`config.mk`:
```
export PLATFORM = sky130hd
export DESIGN_NAME = gb_chan_bank
export DESIGN_NICKNAME = d
export VERILOG_FILES = /design/src/rtl/gb_chan_bank.sv
export SDC_FILE = /design/constraint.sdc
export NUM_CORES = 1
export LEC_CHECK = 0
export CORE_MARGIN = 2
export CORE_UTILIZATION = 60
export DETAILED_ROUTE_END_ITERATION = 10
export MAX_ROUTING_LAYER = met4
export PLACE_DENSITY = 0.83
export SETUP_SLACK_MARGIN = 0.4
export SKIP_LAST_GASP = 1
export SYNTH_ARGS = -nofsm -noshare
export SYNTH_HDL_FRONTEND = slang
export SYNTH_SLANG_ARGS = --single-unit
```
`constraint.sdc`:
```
create_clock -name gb_clk -period 4.7 [get_ports gb_clk]
set_input_delay 0.47 -clock gb_clk [delete_from_list [all_inputs] [get_ports gb_clk]]
set_output_delay 0.47 -clock gb_clk [all_outputs]
set_load 0.02 [all_outputs]
```
`src/rtl/gb_chan_bank.sv`:
```
// Bus-mapped bank of NCH channels (one CSR plus one small RAM each) with a user-side RAM read port.
// Optional feature macro: GB_CHAN_BANK_SHADOW_EN (shadowed CSRs, updated to csr_out on commit).
module gb_chan_bank #(
    parameter int unsigned      AW       = 24,
    parameter int unsigned      DW       = 32,
    parameter int unsigned      NCH      = 4,
    parameter int unsigned      CSR_W    = 4,
    parameter logic [CSR_W-1:0] CSR_INIT = 4'hc,
    parameter int unsigned      RAM_AW   = 3,
    parameter int unsigned      RAM_DW   = 8,
    parameter logic [AW-1:0]    BASE     = '0,
    parameter int unsigned      RD       = 1,
    localparam int unsigned     CW       = (NCH > 1) ? $clog2(NCH) : 1
) (
    input  logic                   gb_clk,
    input  logic                   gb_rst,
    input  logic [AW-1:0]          gb_addr,
    input  logic [DW-1:0]          gb_wdata,
    input  logic                   gb_wen,
    input  logic                   gb_rstb,
    output logic [DW-1:0]          gb_rdata,
    output logic                   gb_rvalid,
    output logic                   bus_err,
    output logic [NCH*CSR_W-1:0]   csr_out,
    output logic [NCH-1:0]         csr_stb,
`ifdef GB_CHAN_BANK_SHADOW_EN
    input  logic                   commit,
`endif
    input  logic [CW-1:0]          usr_chan,
    input  logic [RAM_AW-1:0]      usr_addr,
    output logic [RAM_DW-1:0]      usr_rdata
);

    localparam int unsigned     DEPTH  = 1 << RAM_AW;
    localparam int unsigned     WIN    = (NCH + 1) * DEPTH;
    localparam int unsigned     XW     = AW + 1;
    localparam int unsigned     OW     = RAM_AW + 5;
    localparam logic [XW-1:0]   BASE_X = {1'b0, BASE};
    localparam logic [XW-1:0]   END_X  = BASE_X + XW'(WIN);

    logic [XW-1:0]     addr_x;
    logic [OW-1:0]     off;
    logic              in_win;
    logic [4:0]        region;
    logic [RAM_AW-1:0] word;
    logic              is_csr;
    logic              is_ram;
    logic              is_hole;
    logic [CW-1:0]     csr_idx;
    logic [CW-1:0]     ram_idx;
    logic              wr_fire;
    logic              rd_fire;
    logic [DW-1:0]     rd_word;

    logic [RAM_DW-1:0] mem_q [NCH][DEPTH];
    logic [CSR_W-1:0]  csr_q [NCH];
`ifdef GB_CHAN_BANK_SHADOW_EN
    logic [CSR_W-1:0]  shd_q [NCH];
`endif
    logic [NCH-1:0]    csr_stb_q;
    logic [RD-1:0]     pv_q;
    logic [DW-1:0]     pd_q [RD];
    logic              bus_err_q;
    logic [RAM_DW-1:0] usr_rdata_q;

    // Only the low CSR_W / RAM_DW bits of a write are stored.
    logic              unused_wdata;
    assign unused_wdata = ^gb_wdata;

    // Window decode: region 0 holds the CSRs (rest of it is a hole), region n+1 is RAM n.
    always_comb begin
        addr_x  = {1'b0, gb_addr};
        off     = OW'(addr_x - BASE_X);
        in_win  = (addr_x >= BASE_X) && (addr_x < END_X);
        region  = off[RAM_AW+4:RAM_AW];
        word    = off[RAM_AW-1:0];
        is_csr  = in_win && (region == 5'd0) && ({1'b0, word} < (RAM_AW+1)'(NCH));
        is_ram  = in_win && (region != 5'd0);
        is_hole = in_win && !is_csr && !is_ram;
        csr_idx = CW'(word);
        ram_idx = CW'(region - 5'd1);
        wr_fire = gb_wen && !gb_rst;
        rd_fire = gb_rstb && !gb_wen && !gb_rst && in_win;
    end

    always_comb begin
        rd_word = '0;
        if (is_csr) begin
`ifdef GB_CHAN_BANK_SHADOW_EN
            rd_word = DW'(shd_q[csr_idx]);
`else
            rd_word = DW'(csr_q[csr_idx]);
`endif
        end else if (is_ram) begin
            rd_word = DW'(mem_q[ram_idx][word]);
        end
    end

    // RAM contents survive reset; the user port sees pre-write data on a same-cycle collision.
    always_ff @(posedge gb_clk) begin
        if (wr_fire && is_ram) begin
            mem_q[ram_idx][word] <= gb_wdata[RAM_DW-1:0];
        end
        if (32'(usr_chan) < NCH) begin
            usr_rdata_q <= mem_q[usr_chan][usr_addr];
        end else begin
            usr_rdata_q <= '0;
        end
    end

    always_ff @(posedge gb_clk) begin
        if (gb_rst) begin
            for (int unsigned n = 0; n < NCH; n++) begin
                csr_q[n] <= CSR_INIT;
`ifdef GB_CHAN_BANK_SHADOW_EN
                shd_q[n] <= CSR_INIT;
`endif
            end
            csr_stb_q <= '0;
        end else begin
            csr_stb_q <= '0;
`ifdef GB_CHAN_BANK_SHADOW_EN
            // Commit copies the shadows as they were before any same-cycle write.
            if (commit) begin
                for (int unsigned n = 0; n < NCH; n++) begin
                    csr_q[n] <= shd_q[n];
                end
                csr_stb_q <= '1;
            end
            if (wr_fire && is_csr) begin
                shd_q[csr_idx] <= gb_wdata[CSR_W-1:0];
            end
`else
            if (wr_fire && is_csr) begin
                csr_q[csr_idx]     <= gb_wdata[CSR_W-1:0];
                csr_stb_q[csr_idx] <= 1'b1;
            end
`endif
        end
    end

    // Each stage loads data only with a valid token, so the last stage holds the last read.
    always_ff @(posedge gb_clk) begin
        if (gb_rst) begin
            pv_q      <= '0;
            bus_err_q <= 1'b0;
            for (int unsigned k = 0; k < RD; k++) begin
                pd_q[k] <= '0;
            end
        end else begin
            pv_q[0] <= rd_fire;
            if (rd_fire) begin
                pd_q[0] <= rd_word;
            end
            for (int unsigned k = 1; k < RD; k++) begin
                pv_q[k] <= pv_q[k-1];
                if (pv_q[k-1]) begin
                    pd_q[k] <= pd_q[k-1];
                end
            end
            bus_err_q <= is_hole && (gb_wen || gb_rstb);
        end
    end

    for (genvar n = 0; n < NCH; n++) begin : g_csr_out
        assign csr_out[n*CSR_W +: CSR_W] = csr_q[n];
    end

    assign csr_stb   = csr_stb_q;
    assign gb_rdata  = pd_q[RD-1];
    assign gb_rvalid = pv_q[RD-1];
    assign bus_err   = bus_err_q;
    assign usr_rdata = usr_rdata_q;

endmodule

```
Word-level counts from Yosys, hierarchy flattened
Memory sizes are Yosys's and may differ from the RTL's.
Index checks and enable logic that the tools add are counted.
{"block": "word_totals", "regBits": 14, "latchBits": 0, "ram_bits": 280, "rom_bits": 0, "mem_count": 3}
{"block": "classes", "n_addsub": 1, "multipliers": 0, "div": 0, "n_lt_le_gt_ge": 7, "n_eq_ne": 0, "shifts": 0, "muxes": 27, "n_bitwise": 3, "n_reduce_logical": 24}
{"memory": "mem_q", "depth": 4, "word_bits": 64, "rd": 2, "rd_clocked_by_memory_dff": 0, "write_ports": 1, "line": "55", "rtl": "logic [RAM_DW-1:0] mem_q [NCH][DEPTH];"}
{"memory": "csr_q", "depth": 4, "word_bits": 4, "rd": 5, "rd_clocked_by_memory_dff": 0, "write_ports": 4, "line": "56", "rtl": "logic [CSR_W-1:0] csr_q [NCH];"}
{"memory": "pd_q", "depth": 1, "word_bits": 8, "rd": 1, "rd_clocked_by_memory_dff": 0, "write_ports": 1, "line": "62", "rtl": "logic [DW-1:0] pd_q [RD];"}
{"operator": "64-bit two-way mux", "n": 1}
{"operator": "8-bit two-way mux", "n": 8}
{"operator": "8-bit binary-select mux with 3-bit select", "n": 2}
{"operator": "8-bit demux with 3-bit select", "n": 1}
{"operator": "24-bit by 6-bit < comparator with 1-bit output, second input constant", "n": 1}
{"operator": "1-bit logical AND", "n": 14}
{"operator": "1-bit two-way mux", "n": 12}
{"operator": "4-bit >= comparator, second input constant", "n": 2}
{"operator": "3-bit NOT with 4-bit output", "n": 2}
{"operator": "8-bit OR reduction", "n": 1}
{"operator": "5-bit zero test", "n": 1}
{"operator": "5-bit nonzero test", "n": 1}
{"operator": "1-bit zero test", "n": 4}
{"operator": "4-bit by 1-bit < comparator with 1-bit output, second input constant", "n": 1}
{"operator": "4-bit two-way mux", "n": 1}
{"operator": "4-bit OR reduction", "n": 1}
{"operator": "2-bit by 3-bit < comparator with 1-bit output, second input constant", "n": 1}
{"operator": "3-bit < comparator, second input constant", "n": 1}
{"operator": "1-bit demux with 2-bit select", "n": 1}
{"operator": "2-bit by 1-bit >= comparator with 1-bit output, second input constant", "n": 1}
{"operator": "2-bit two-way mux", "n": 1}
{"operator": "2-bit OR reduction", "n": 1}
{"operator": "2-bit by 1-bit subtractor with 2-bit output, second input constant", "n": 1}
{"operator": "1-bit logical OR", "n": 1}
{"operator": "1-bit NOT", "n": 1}

Depth between registers and ports, before layout
Gate-level depths: netlist (run 1).
{"block": "logic_depth", "ltp_word": 9, "ltp_mapped": 12}

Worst setup path before layout (run 1)
OpenSTA, ideal clock, no wires.
{"block": "synth_path", "path_type": "input-to-reg", "startpoint": "input gb_addr[3]", "endpoint": "memory pd_q[0][4] (netlist name) (data pin)", "arrival_ps": 2838, "setup_slack_ps": 1601, "stages": 10, "n_path_buf": 4, "path_cell_list": "buf_4 -> buf_4 -> buf_2 -> inv_1 -> ha_1 -> clkbuf_1 -> mux4_2 -> mux4_2 -> mux2i_1 -> nor2_1"}
{"block": "synth_between", "elab_chain_len": 8, "word_cells_on_any_way": 19, "classes_between": "add/sub (1); order compare (1); mux (9); reduce/logical (7); memory (1)"}
{"item": "start: declaration", "line": "17", "rtl": "input logic [AW-1:0] gb_addr,"}
{"item": "2-bit by 1-bit subtractor with 2-bit output", "line": "81", "rtl": "ram_idx = CW'(region - 5'd1);"}
{"item": "memory read 4 x 64 bit"}
{"item": "8-bit binary-select mux with 3-bit select", "line": "95", "rtl": "rd_word = DW'(mem_q[ram_idx][word]);"}
{"item": "8-bit two-way mux (implied by the code) (2 in series)", "line": "95"}
{"item": "8-bit two-way mux", "line": "94", "rtl": "end else if (is_ram) begin"}
{"item": "8-bit two-way mux", "line": "88", "rtl": "if (is_csr) begin"}
{"item": "8-bit two-way mux (no line) (*)"}
{"item": "end: declaration", "line": "62"}
Mark *: on every way between the ends. The rest lies on a longest branch, timed or not. The select of a mux whose other input is x is not followed.

Final worst setup path (run 1)
Same ends and word-level chain as after synthesis.

==> out/results.md, run 1 <==
• **outcome** complete, no violations
• **kind of start point of the critical path** input pin
• **crit end category** register
• **RSZ-0062 raised after global routing** false
• **core outline area** 22570 sq um
• **Worst-Margin Slew** 1.352 ns
• **post-route minimum period** 3.033 ns
• **crit path DAT** 3.31 ns
• **area fraction of the dominant cell type after synthesis** 0.6126
• **post-cts repair resize count** 0
• **iteration count of the initial detailed-routing pass** 5
• **overall routed net length** 36050 um
• **initial antenna violation count** 1
• **overall die width** 155.2 um
• **overflow left after global routing** 0
• **CTS Buf Count** 28
• **cells along the critical path** buf_4 > inv_1 > ha_2 > buf_4 > mux4_2 > mux4_2 > mux2i_1 > nor2_1
• **area delta synth->final** 13.57%
• **largest net degree at the start of global routing** 43
• **die area** 24100 sq um
• **iteration-0 DRC count of the detailed router** 1043
• **pre-CTS setup slack** 1.124 ns
• **overall track demand over capacity in global routing** 0.3147
• **Slew Limit Fails** 0
• **number of instances in the synthesized netlist** 694
• **routability cong.** 0.9408
• **source-to-sink clock delay at the later pin of the worst-skew pair** 0.55 ns
• **clock slew at the register clock pins of the worst setup and hold paths** 0.06 ns
• **final period utilization** 0.6452
• **number of flops mapped to enable cells by yosys** 280
• **setup TNS after final layout** 0 ns
• **register bit count reported by yosys** 294
• **Final nets** 842
• **number of setup buffers added after CTS** 0
• **share of layout cells above drive strength 1** 0.2935
• **total number of yosys warnings** 0
• **highest clock rate** 329.8 MHz
• **dpl hpwl** 22260 um
• **number of I/O pins** 127
• **final routed wire length divided by cell count** 33.41 um
• **fraction of the yosys area taken by sequential cells** 0.6331
• **Mapped Area** 13720 sq um
• **global-route wire length before repair** 52410 um
• **diode count** 0
• **buffer levels on the longest clock path** 3
• **H-Tree Depth** 1
• **biggest area contributors in the synthesized netlist** sky130_fd_sc_hd__edfxtp_1 (61%), sky130_fd_sc_hd__mux4_2 (25%), sky130_fd_sc_hd__dfxtp_1 (2.0%)
• **max incr delay on CP** 0.53 ns
• **maximum vdd drop** 0.0002250 V
• **number of vias per cell** 7.271
• **fin worst setup slack** 1.667 ns
• **CTS tree** done
• **# DRC** 0
• **port bufs** 78
• **data required time of the worst path** 4.98 ns
• **Worst Setup Path Type** input pin to register
• **classification of the worst-slack hold path** input pin to register
• **library cell occupying the most area in the post-synthesis netlist** sky130_fd_sc_hd__edfxtp_1
• **Synth async-reset ratio** 0
• **vias in the first global route** 7970
• **Final Total Pwr** 5.739 mW
• **routed vias** 7845
• **number of filler cells placed in the layout** 1329
• **Final Hold Violating Endpoints** 0
• **Leakage Power** 5.050 nW
• **standard-cell rows** 55
• **Worst path slowest cell** sky130_fd_sc_hd__ha_2
• **Slew headroom** 0.09614
• **Die H** 155.2 um
• **total of endpoints with negative setup slack in the final report** 0
• **top fanout value on the critical path** 27
• **leading register cell type out of synthesis** sky130_fd_sc_hd__edfxtp_1
• **CTS root buf** sky130_fd_sc_hd__clkbuf_16
• **Synth cell types** 41
• **starting density of the core** 0.6080
• **antenna-violating nets left** 0
• **synthesized area per cell** 19.78 sq um
• **CTS Hold Bufs** 0
• **Sinks on Clock Net** 294
• **power density relative to cell area** 368.2 nW/um^2
• **worst clock skew on the final layout** 0.01951 ns
• **Max-cap violations** 0
==> cells in the final DEF, fill, tap and decap left out, drive strengths merged, types with 2 or more instances in the layout <==
cell type and instances:
a21o 3, or2 3, and3 16, o211ai 2, dfxtp 14, mux2 15
or3 9, nor3 11, nand3 7, mux2i 8, mux4 152, and2 27
nand2 13, ha 5, clkinv 7, nor2b 4, inv 7, nor2 17
clkdlybuf4s50 74, o21ai 2, clkinvlp 3, nand2b 6, buf 18, conb 24
clkbuf 39, a311oi 2, edfxtp 280, o22ai 3, o32ai 5, nor4 4
bufinv 3
==> kinds of logic (layout without fill, tap and decap cells) <==
| group | count (synthesis) | count (layout) | share of synthesized area |
|---|---|---|---|
| adder cells (fa/ha/maj) | 5 | 5 | 0.004558 |
| other | 1 | 24 | 0.0002732 |
| buffers and inverters | 74 | 151 | 0.03227 |
| multiplexers | 175 | 175 | 0.2676 |
| AND/OR/NAND/NOR | 121 | 121 | 0.04850 |
| AO/OA/AOI/OAI | 24 | 24 | 0.01377 |
| flip-flops | 294 | 294 | 0.6331 |
==> sequential cells by signal, summed over array words and instances (netlist names) <==
| name | flops |
|---|---|
| csr_q | 16 |
| gb_rvalid | 1 |
| csr_stb | 4 |
| bus_err | 1 |
| usr_rdata | 8 |
| mem_q | 256 |
| pd_q | 8 |
==> path summary, 6_finish.rpt <==
path | startpoint | end | slack, ns | depth (start not counted)
worst max register to register | mem_q[0][60]$_DFFE_PP_ | pd_q[0][4]$_SDFFCE_PP0P_ | 2.55 | 4
worst max-delay path | gb_addr[3] | pd_q[0][4]$_SDFFCE_PP0P_ | 1.67 | 8
worst min-delay path | gb_rstb | bus_err$_SDFF_PP0_ | 0.67 | 2
worst min register to register | csr_q[1][2]$_SDFFCE_PN1P_ | pd_q[0][2]$_SDFFCE_PP0P_ | 0.88 | 3
==> final cells by class <==
class / count / area [sq um] / share of cell area
Sequential cell: 294 / 8688 / 0.5574
Multi-Input combinational cell: 349 / 4682 / 0.3004
Timing Repair Buffer: 92 / 895.9 / 0.05747
Clock buffer: 39 / 793.3 / 0.05089
Tap cell: 285 / 356.6 / 0.02288
Clock inverter: 13 / 145.1 / 0.009311
Inverter: 7 / 26.28 / 0.001686
==> report_power, final <==
part,switching (mW),internal (mW),total [mW]
Clock,0.968,1.34,2.31
Sequential,0.00814,2.88,2.89
Combinational,0.292,0.246,0.538
==> layer usage <==
layer	up-vias	track usage	share of wire
met2	663	0.5128	0.50
li1	3060	-	-
met5	-	-	0
met1	4003	0.3874	0.33
met4	0	0.1302	0.046
met3	119	0.07326	0.12
==> metrics by stage <==
stage          cell area [sq um]  utilization  hold slack [ns]  instances
6_report                   15590       0.6906           0.6747       1079
5_1_grt                    15590       0.6906           0.6784       1079
4_1_cts                    15590       0.6906           0.6802       1079
3_5_place_dp               14650       0.6490           0.8371       1027
3_3_place_gp               14650       0.6490           0.8192       1027
2_1_floorplan              13810            -           0.5689        717
==> synth_stat cells, types with 2 or more instances <==
cell,count
sky130_fd_sc_hd__o211ai_1,2
sky130_fd_sc_hd__or3_1,9
sky130_fd_sc_hd__inv_1,7
sky130_fd_sc_hd__and2_1,27
sky130_fd_sc_hd__or2_2,3
sky130_fd_sc_hd__buf_4,35
sky130_fd_sc_hd__dfxtp_1,14
sky130_fd_sc_hd__clkbuf_1,9
sky130_fd_sc_hd__nor2_1,17
sky130_fd_sc_hd__o32ai_1,5
sky130_fd_sc_hd__nand3_1,7
sky130_fd_sc_hd__nor4_1,4
sky130_fd_sc_hd__buf_1,6
sky130_fd_sc_hd__ha_1,5
sky130_fd_sc_hd__and3_1,16
sky130_fd_sc_hd__o21ai_0,2
sky130_fd_sc_hd__o22ai_1,3
sky130_fd_sc_hd__nand2b_1,6
sky130_fd_sc_hd__nor2b_1,4
sky130_fd_sc_hd__mux2_2,15
sky130_fd_sc_hd__buf_6,2
sky130_fd_sc_hd__a311oi_1,2
sky130_fd_sc_hd__buf_2,15
sky130_fd_sc_hd__mux4_2,152
sky130_fd_sc_hd__nor3_1,11
sky130_fd_sc_hd__a21o_1,3
sky130_fd_sc_hd__edfxtp_1,280
sky130_fd_sc_hd__nand2_1,13
sky130_fd_sc_hd__mux2i_1,8
==> critical path, delay by kind of cell <==
family                     cells  cell delay (ns)
buffers and inverters          3             0.95
muxes                          3             1.26
and+or+nand+nor                1             0.08
adders and majority gates      1             0.53
Note: power is estimated with default switching activity, not from simulation.
==> run 2: changes to the inputs <==
Settings changed: CORE_UTILIZATION 60 to 58, PLACE_DENSITY 0.83 to 0.8.
Clock period 4.7 ns to 3.1 ns, I/O delays scaled along.
==> out/results.md, run 2 (same netlist as run 1, synthesis figures left out) <==
• **outcome** complete, no violations
• **area delta synth->final** 16.15%
• **leading cell type in the layout, fill and taps excluded** sky130_fd_sc_hd__edfxtp_1
• **buffer levels on the longest clock path** 3, unchanged
• **Sinks on Clock Net** 294, unchanged
• **library cell appearing most often on the critical path** sky130_fd_sc_hd__mux4_2
• **number of setup buffers added after CTS** 0, unchanged
• **classification of the worst-slack hold path** input pin to register
• **overall die width** 157.8 um, +1.7%
• **maximum vdd drop** 0.0003044 V, +35%
• **internal power consumption** 6.547 mW, +46%
• **register with the most flip-flops** mem_q
• **fin worst setup slack** 0.5173 ns, -1.150 ns
• **iteration-0 DRC count of the detailed router** 1067, +2.3%
• **Final Hold Violating Endpoints** 0, unchanged
• **CTS Hold Bufs** 0, unchanged
• **starting density of the core** 0.5882, -0.01982
• **power density relative to cell area** 527.8 nW/um^2, +43%
• **overall routed net length** 35240 um, -2.3%
• **antenna-violating nets left** 0, unchanged
• **setup TNS after final layout** 0 ns, unchanged
• **data required time of the worst path** 3.40 ns, -1.58 ns
• **Leakage Power** 5.273 nW, +4.4%
• **post-cts repair resize count** 0, unchanged
• **die area** 24910 sq um, +3.4%
• **# DRC** 0, unchanged
• **share of layout cells above drive strength 1** 0.3242, +0.03071
• **routed vias** 7807, -0.48%
• **Slew Limit Fails** 0, unchanged
• **reported net switching power** 1.867 mW, +47%
• **final routed wire length divided by cell count** 30.51 um, -8.7%
• **port bufs** 78, unchanged
• **iteration count of the initial detailed-routing pass** 5, unchanged
• **net switching share of the total power** 0.2219, +0.0009760
• **dpl hpwl** 23060 um, +3.6%
• **worst clock skew on the final layout** 0.01142 ns, -0.008091 ns
• **Regs by FF count** mem_q (256), csr_q (16)
• **crit path DAT** 2.88 ns, -0.43 ns
• **Max-cap violations** 0, unchanged
• **cells along the critical path** clkdlybuf4s50_1 > inv_1 > ha_2 > buf_12 > mux4_2 > mux4_2 > mux2i_1 > nor2_1
• **pre-CTS setup slack** 0.01124 ns, -1.112 ns
• **routability cong.** 0.9088, -3.4%
• **Die H** 157.8 um, +1.7%
• **clock slew at the register clock pins of the worst setup and hold paths** 0.07 ns, about the same
• **final period utilization** 0.8331
• **H-Tree Depth** 1, unchanged
• **global-route wire length before repair** 51280 um, -2.2%
• **total of endpoints with negative setup slack in the final report** 0, unchanged
• **diode count** 0, unchanged
• **Worst-Margin Slew** 1.216 ns, -0.1354 ns
• **combinational power share** 0.100, +0.006
• **standard-cell rows** 56, +1.8%
• **CTS Buf Count** 28, unchanged
• **CTS root buf** sky130_fd_sc_hd__clkbuf_16
• **clock network fraction of design power** 0.379, -0.023
• **top fanout value on the critical path** 20, -26%
• **crit end category** register
• **kind of start point of the critical path** input pin
• **source-to-sink clock delay at the later pin of the worst-skew pair** 0.55 ns, about the same
• **Largest register FFs** 256, unchanged
• **overall track demand over capacity in global routing** 0.3001, -0.01459
• **core outline area** 23330 sq um, +3.4%
• **vias in the first global route** 7865, -1.3%
• **number of filler cells placed in the layout** 1418, +6.7%
• **Slew headroom** 0.1867, +0.09055
• **overflow left after global routing** 0, unchanged
• **number of vias per cell** 6.759, -7.0%
• **max incr delay on CP** 0.54 ns, about the same
• **relative contribution of sequential cells to total power** 0.521, +0.017
• **Worst Setup Path Type** input pin to register
• **RSZ-0062 raised after global routing** false
• **post-route minimum period** 2.583 ns
• **Worst path slowest cell** sky130_fd_sc_hd__mux4_2
• **highest clock rate** 387.2 MHz
• **Final nets** 887, +5.3%
• **commonest cells after routing, fill and taps aside** sky130_fd_sc_hd__edfxtp_1 (280), sky130_fd_sc_hd__mux4_2 (152), sky130_fd_sc_hd__clkdlybuf4s50_1 (74)
• **worst setup slack for register-to-register paths** 0.99 ns, -1.56 ns
• **Final Total Pwr** 8.414 mW, +47%
• **number of I/O pins** 127, unchanged
• **CTS tree** done
• **initial antenna violation count** 0, -1
• **largest net degree at the start of global routing** 55, +28%
[run 2: changes by cell type in the layout (fill, tap and decap cells not counted), sizes merged]
cell and change:
buf +45, clkinv +4, bufinv -2, clkinvlp -2, clkbuf -3
[run 2: power groups by stage]
stage	Clock, mW	Sequential [mW]	Combinational (mW)
3_3_place_gp	0	4.47	0.822
6_report	3.19	4.39	0.842
5_1_grt	3.36	4.39	0.879
2_1_floorplan	0	4.50	0.486
4_1_cts	3.21	4.39	0.839
3_5_place_dp	0	4.47	0.834
[run 2: area by class of cell]
cell class                      count  area [sq um]  area share
Clock inverter                     13         85.08    0.005337
Timing Repair Buffer              137          1309     0.08210
Inverter                            7         26.28    0.001648
Multi-Input combinational cell    349          4682      0.2937
Tap cell                          319         399.1     0.02504
Sequential cell                   294          8688      0.5450
Clock buffer                       36         752.0     0.04717
[run 2: worst paths after layout]
kind              cells after the start                  endpoint                 startpoint
setup / recovery                      8  pd_q[0][7]$_SDFFCE_PP0P_                 gb_addr[4]
hold / removal                        2        bus_err$_SDFF_PP0_                    gb_rstb
setup reg to reg                      4  pd_q[0][4]$_SDFFCE_PP0P_     mem_q[0][20]$_DFFE_PP_
hold reg to reg                       3  pd_q[0][1]$_SDFFCE_PP0P_  csr_q[0][1]$_SDFFCE_PN0P_
[run 2: worst max-delay path, delay by kind of cell]
kind,cells,cell delay (ns)
adder cells (fa/ha/maj),1,0.44
buffers and inverters,3,0.83
multiplexers,3,1.20
AND/OR/NAND/NOR,1,0.08
[run 2: per-stage QoR]
| stage | util | instances | cell area, sq um | hold slack [ns] |
|---|---|---|---|---|
| 5_1_grt | 0.6832 | 1155 | 15940 | 0.4836 |
| 4_1_cts | 0.6832 | 1155 | 15940 | 0.4820 |
| 6_report | 0.6832 | 1155 | 15940 | 0.4947 |
| 3_5_place_dp | 0.6474 | 1106 | 15100 | 0.8375 |
| 3_3_place_gp | 0.6474 | 1106 | 15100 | 0.8267 |
| 2_1_floorplan | - | 717 | 13820 | 0.4089 |
[run 2: layer usage]
metal,GRT usage,vias up,part of all wire
met5,-,-,0
met4,0.1203,0,0.040
met3,0.03805,86,0.11
met2,0.4839,594,0.50
met1,0.3965,3991,0.35
li1,-,3136,-
==> run 3: changes to the inputs <==
Clock period 3.1 ns to 2.7 ns, I/O delays scaled along.
==> out/results.md, run 3 (same netlist as run 1, synthesis figures left out) <==
• **commonest cells after routing, fill and taps aside** sky130_fd_sc_hd__edfxtp_1 (280), sky130_fd_sc_hd__mux4_2 (152), sky130_fd_sc_hd__clkdlybuf4s50_1 (73)
• **core outline area** 23330 sq um, unchanged
• **overall die width** 157.8 um, unchanged
• **post-place instance area** 15500 sq um, +2.6%
• **Slew headroom** 0.2795, +0.09279
• **die area** 24910 sq um, unchanged
• **CTS tree** done
• **H-Tree Depth** 1, unchanged
• **post-route minimum period** 2.164 ns
• **power density relative to cell area** 623.5 nW/um^2, +18%
• **Worst Hold Depth** 2, unchanged
• **dpl hpwl** 24530 um, +6.4%
• **Worst Setup Path Type** input pin to register
• **RSZ-0062 raised after global routing** false
• **initial antenna violation count** 1, +1
• **top fanout value on the critical path** 8, -60%
• **overflow left after global routing** 0, unchanged
• **outcome** complete, no violations
• **port bufs** 78, unchanged
• **max incr delay on CP** 0.42 ns, -0.12 ns
• **crit end category** register
• **number of I/O pins** 127, unchanged
• **buffer levels on the longest clock path** 3, unchanged
• **highest clock rate** 462.2 MHz
• **Final Hold Violating Endpoints** 0, unchanged
• **pre-CTS setup slack** -0.1279 ns, -0.1391 ns
• **classification of the worst-slack hold path** input pin to register
• **Regs by FF count** mem_q (256), csr_q (16)
• **global-route wire length before repair** 54230 um, +5.8%
• **number of filler cells placed in the layout** 1365, -3.7%
• **number of buffers and inverters on the critical path** 3, unchanged
• **iteration count of the initial detailed-routing pass** 5, unchanged
• **fin worst setup slack** 0.5362 ns, +0.01892 ns
• **leading cell type in the layout, fill and taps excluded** sky130_fd_sc_hd__edfxtp_1
• **Final nets** 923, +4.1%
• **Worst-Margin Slew** 1.077 ns, -0.1388 ns
• **CTS Buf Count** 29, +3.6%
• **overall routed net length** 37200 um, +5.6%
• **cell family contributing the most delay on the critical path** simple AND/OR/NAND/NOR gates
• **# DRC** 0, unchanged
• **standard-cell rows** 56, unchanged
• **routability cong.** 0.9614, +5.8%
• **number of vias per cell** 6.833, +1.1%
• **final period utilization** 0.8014
• **final routed wire length divided by cell count** 31.13 um, +2.0%
• **Slew Limit Fails** 0, unchanged
• **clock slew at the register clock pins of the worst setup and hold paths** 0.06 ns, about the same
• **overall track demand over capacity in global routing** 0.3158, +0.01570
• **data required time of the worst path** 2.95 ns, -0.45 ns
• **maximum vdd drop** 0.0005310 V, +74%
• **library cell appearing most often on the critical path** sky130_fd_sc_hd__buf_4
• **cell count of the worst reg-to-reg path** 5, +1
• **vias in the first global route** 8286, +5.4%
• **Worst path slowest cell** sky130_fd_sc_hd__clkdlybuf4s50_1
• **worst clock skew on the final layout** 0.01172 ns, +0.0002967 ns
• **post-route cell area** 16680 sq um, +4.6%
• **Leakage Power** 5.623 nW, +6.7%
• **CTS Hold Bufs** 0, unchanged
• **routed vias** 8166, +4.6%
• **cells along the critical path** clkdlybuf4s50_1 > nor4_2 > and3_1 > nand4_1 > buf_4 > nor3_2 > and2_1 > buf_4
• **share of layout cells above drive strength 1** 0.3806, +0.05641
• **CTS root buf** sky130_fd_sc_hd__clkbuf_16
• **area delta synth->final** 21.54%
• **register with the most flip-flops** mem_q
• **Die H** 157.8 um, unchanged
• **Sinks on Clock Net** 294, unchanged
• **source-to-sink clock delay at the later pin of the worst-skew pair** 0.55 ns, about the same
• **Largest register FFs** 256, unchanged
• **Max-cap violations** 0, unchanged
• **crit path DAT** 2.42 ns, -0.46 ns
• **antenna-violating nets left** 0, unchanged
• **kind of start point of the critical path** input pin
• **Crit path depth** 8, unchanged
• **starting density of the core** 0.5882, unchanged
• **largest net degree at the start of global routing** 38, -31%
• **iteration-0 DRC count of the detailed router** 989, -7.3%
• **total of endpoints with negative setup slack in the final report** 0, unchanged
## run 3: final timing paths
kind                             startpoint                        to  slack (ns)
setup / recovery                gb_addr[18]    mem_q[2][13]$_DFFE_PP_        0.54
setup reg to reg     mem_q[0][23]$_DFFE_PP_  pd_q[0][7]$_SDFFCE_PP0P_        0.67
hold / removal                      gb_rstb        bus_err$_SDFF_PP0_        0.46
hold reg to reg   csr_q[0][1]$_SDFFCE_PN0P_  pd_q[0][1]$_SDFFCE_PP0P_        0.87
## run 3: cell type report
cell class | count | area, sq um | area share
Multi-Input combinational cell | 349 | 4746 | 0.2845
Antenna cell | 1 | 2.502 | 0.0001500
Tap cell | 319 | 399.1 | 0.02393
Timing Repair Buffer | 172 | 1789 | 0.1073
Clock inverter | 20 | 264.0 | 0.01583
Inverter | 7 | 31.28 | 0.001875
Clock buffer | 33 | 760.7 | 0.04560
Sequential cell | 294 | 8688 | 0.5209
## run 3: metrics by stage
step	power (mW)	hold slack, ns	setup TNS [ns]	std cells	utilization
after floorplan	5.745	0.3689	0	717	-
after global placement	6.104	0.8330	-0.5493	1135	0.6643
after detailed placement	6.126	0.8597	-2.218	1135	0.6643
after CTS	10.38	0.4610	0	1188	0.7082
after global routing	10.63	0.4540	0	1195	0.7149
final	10.40	0.4581	0	1195	0.7149
## run 3: routing by layer
layer	global-route usage	part of all wire
met1	0.4078	0.35
met2	0.5137	0.51
met3	0.04681	0.11
met4	0.1277	0.042
met5	-	0
## run 3: timing repair
action | 4_1_cts | 5_1_grt
buffers inserted | 0 | 3
gates resized for setup | 0 | 14
endpoints found under the setup margin | 0 | 156
## run 3: where the power goes
group	switching (mW)	internal (mW)	leakage, nW	total (mW)
logic	0.546	0.510	2.47	1.06
registers	0.0152	5.02	2.66	5.03
clock network	1.72	2.60	0.499	4.31
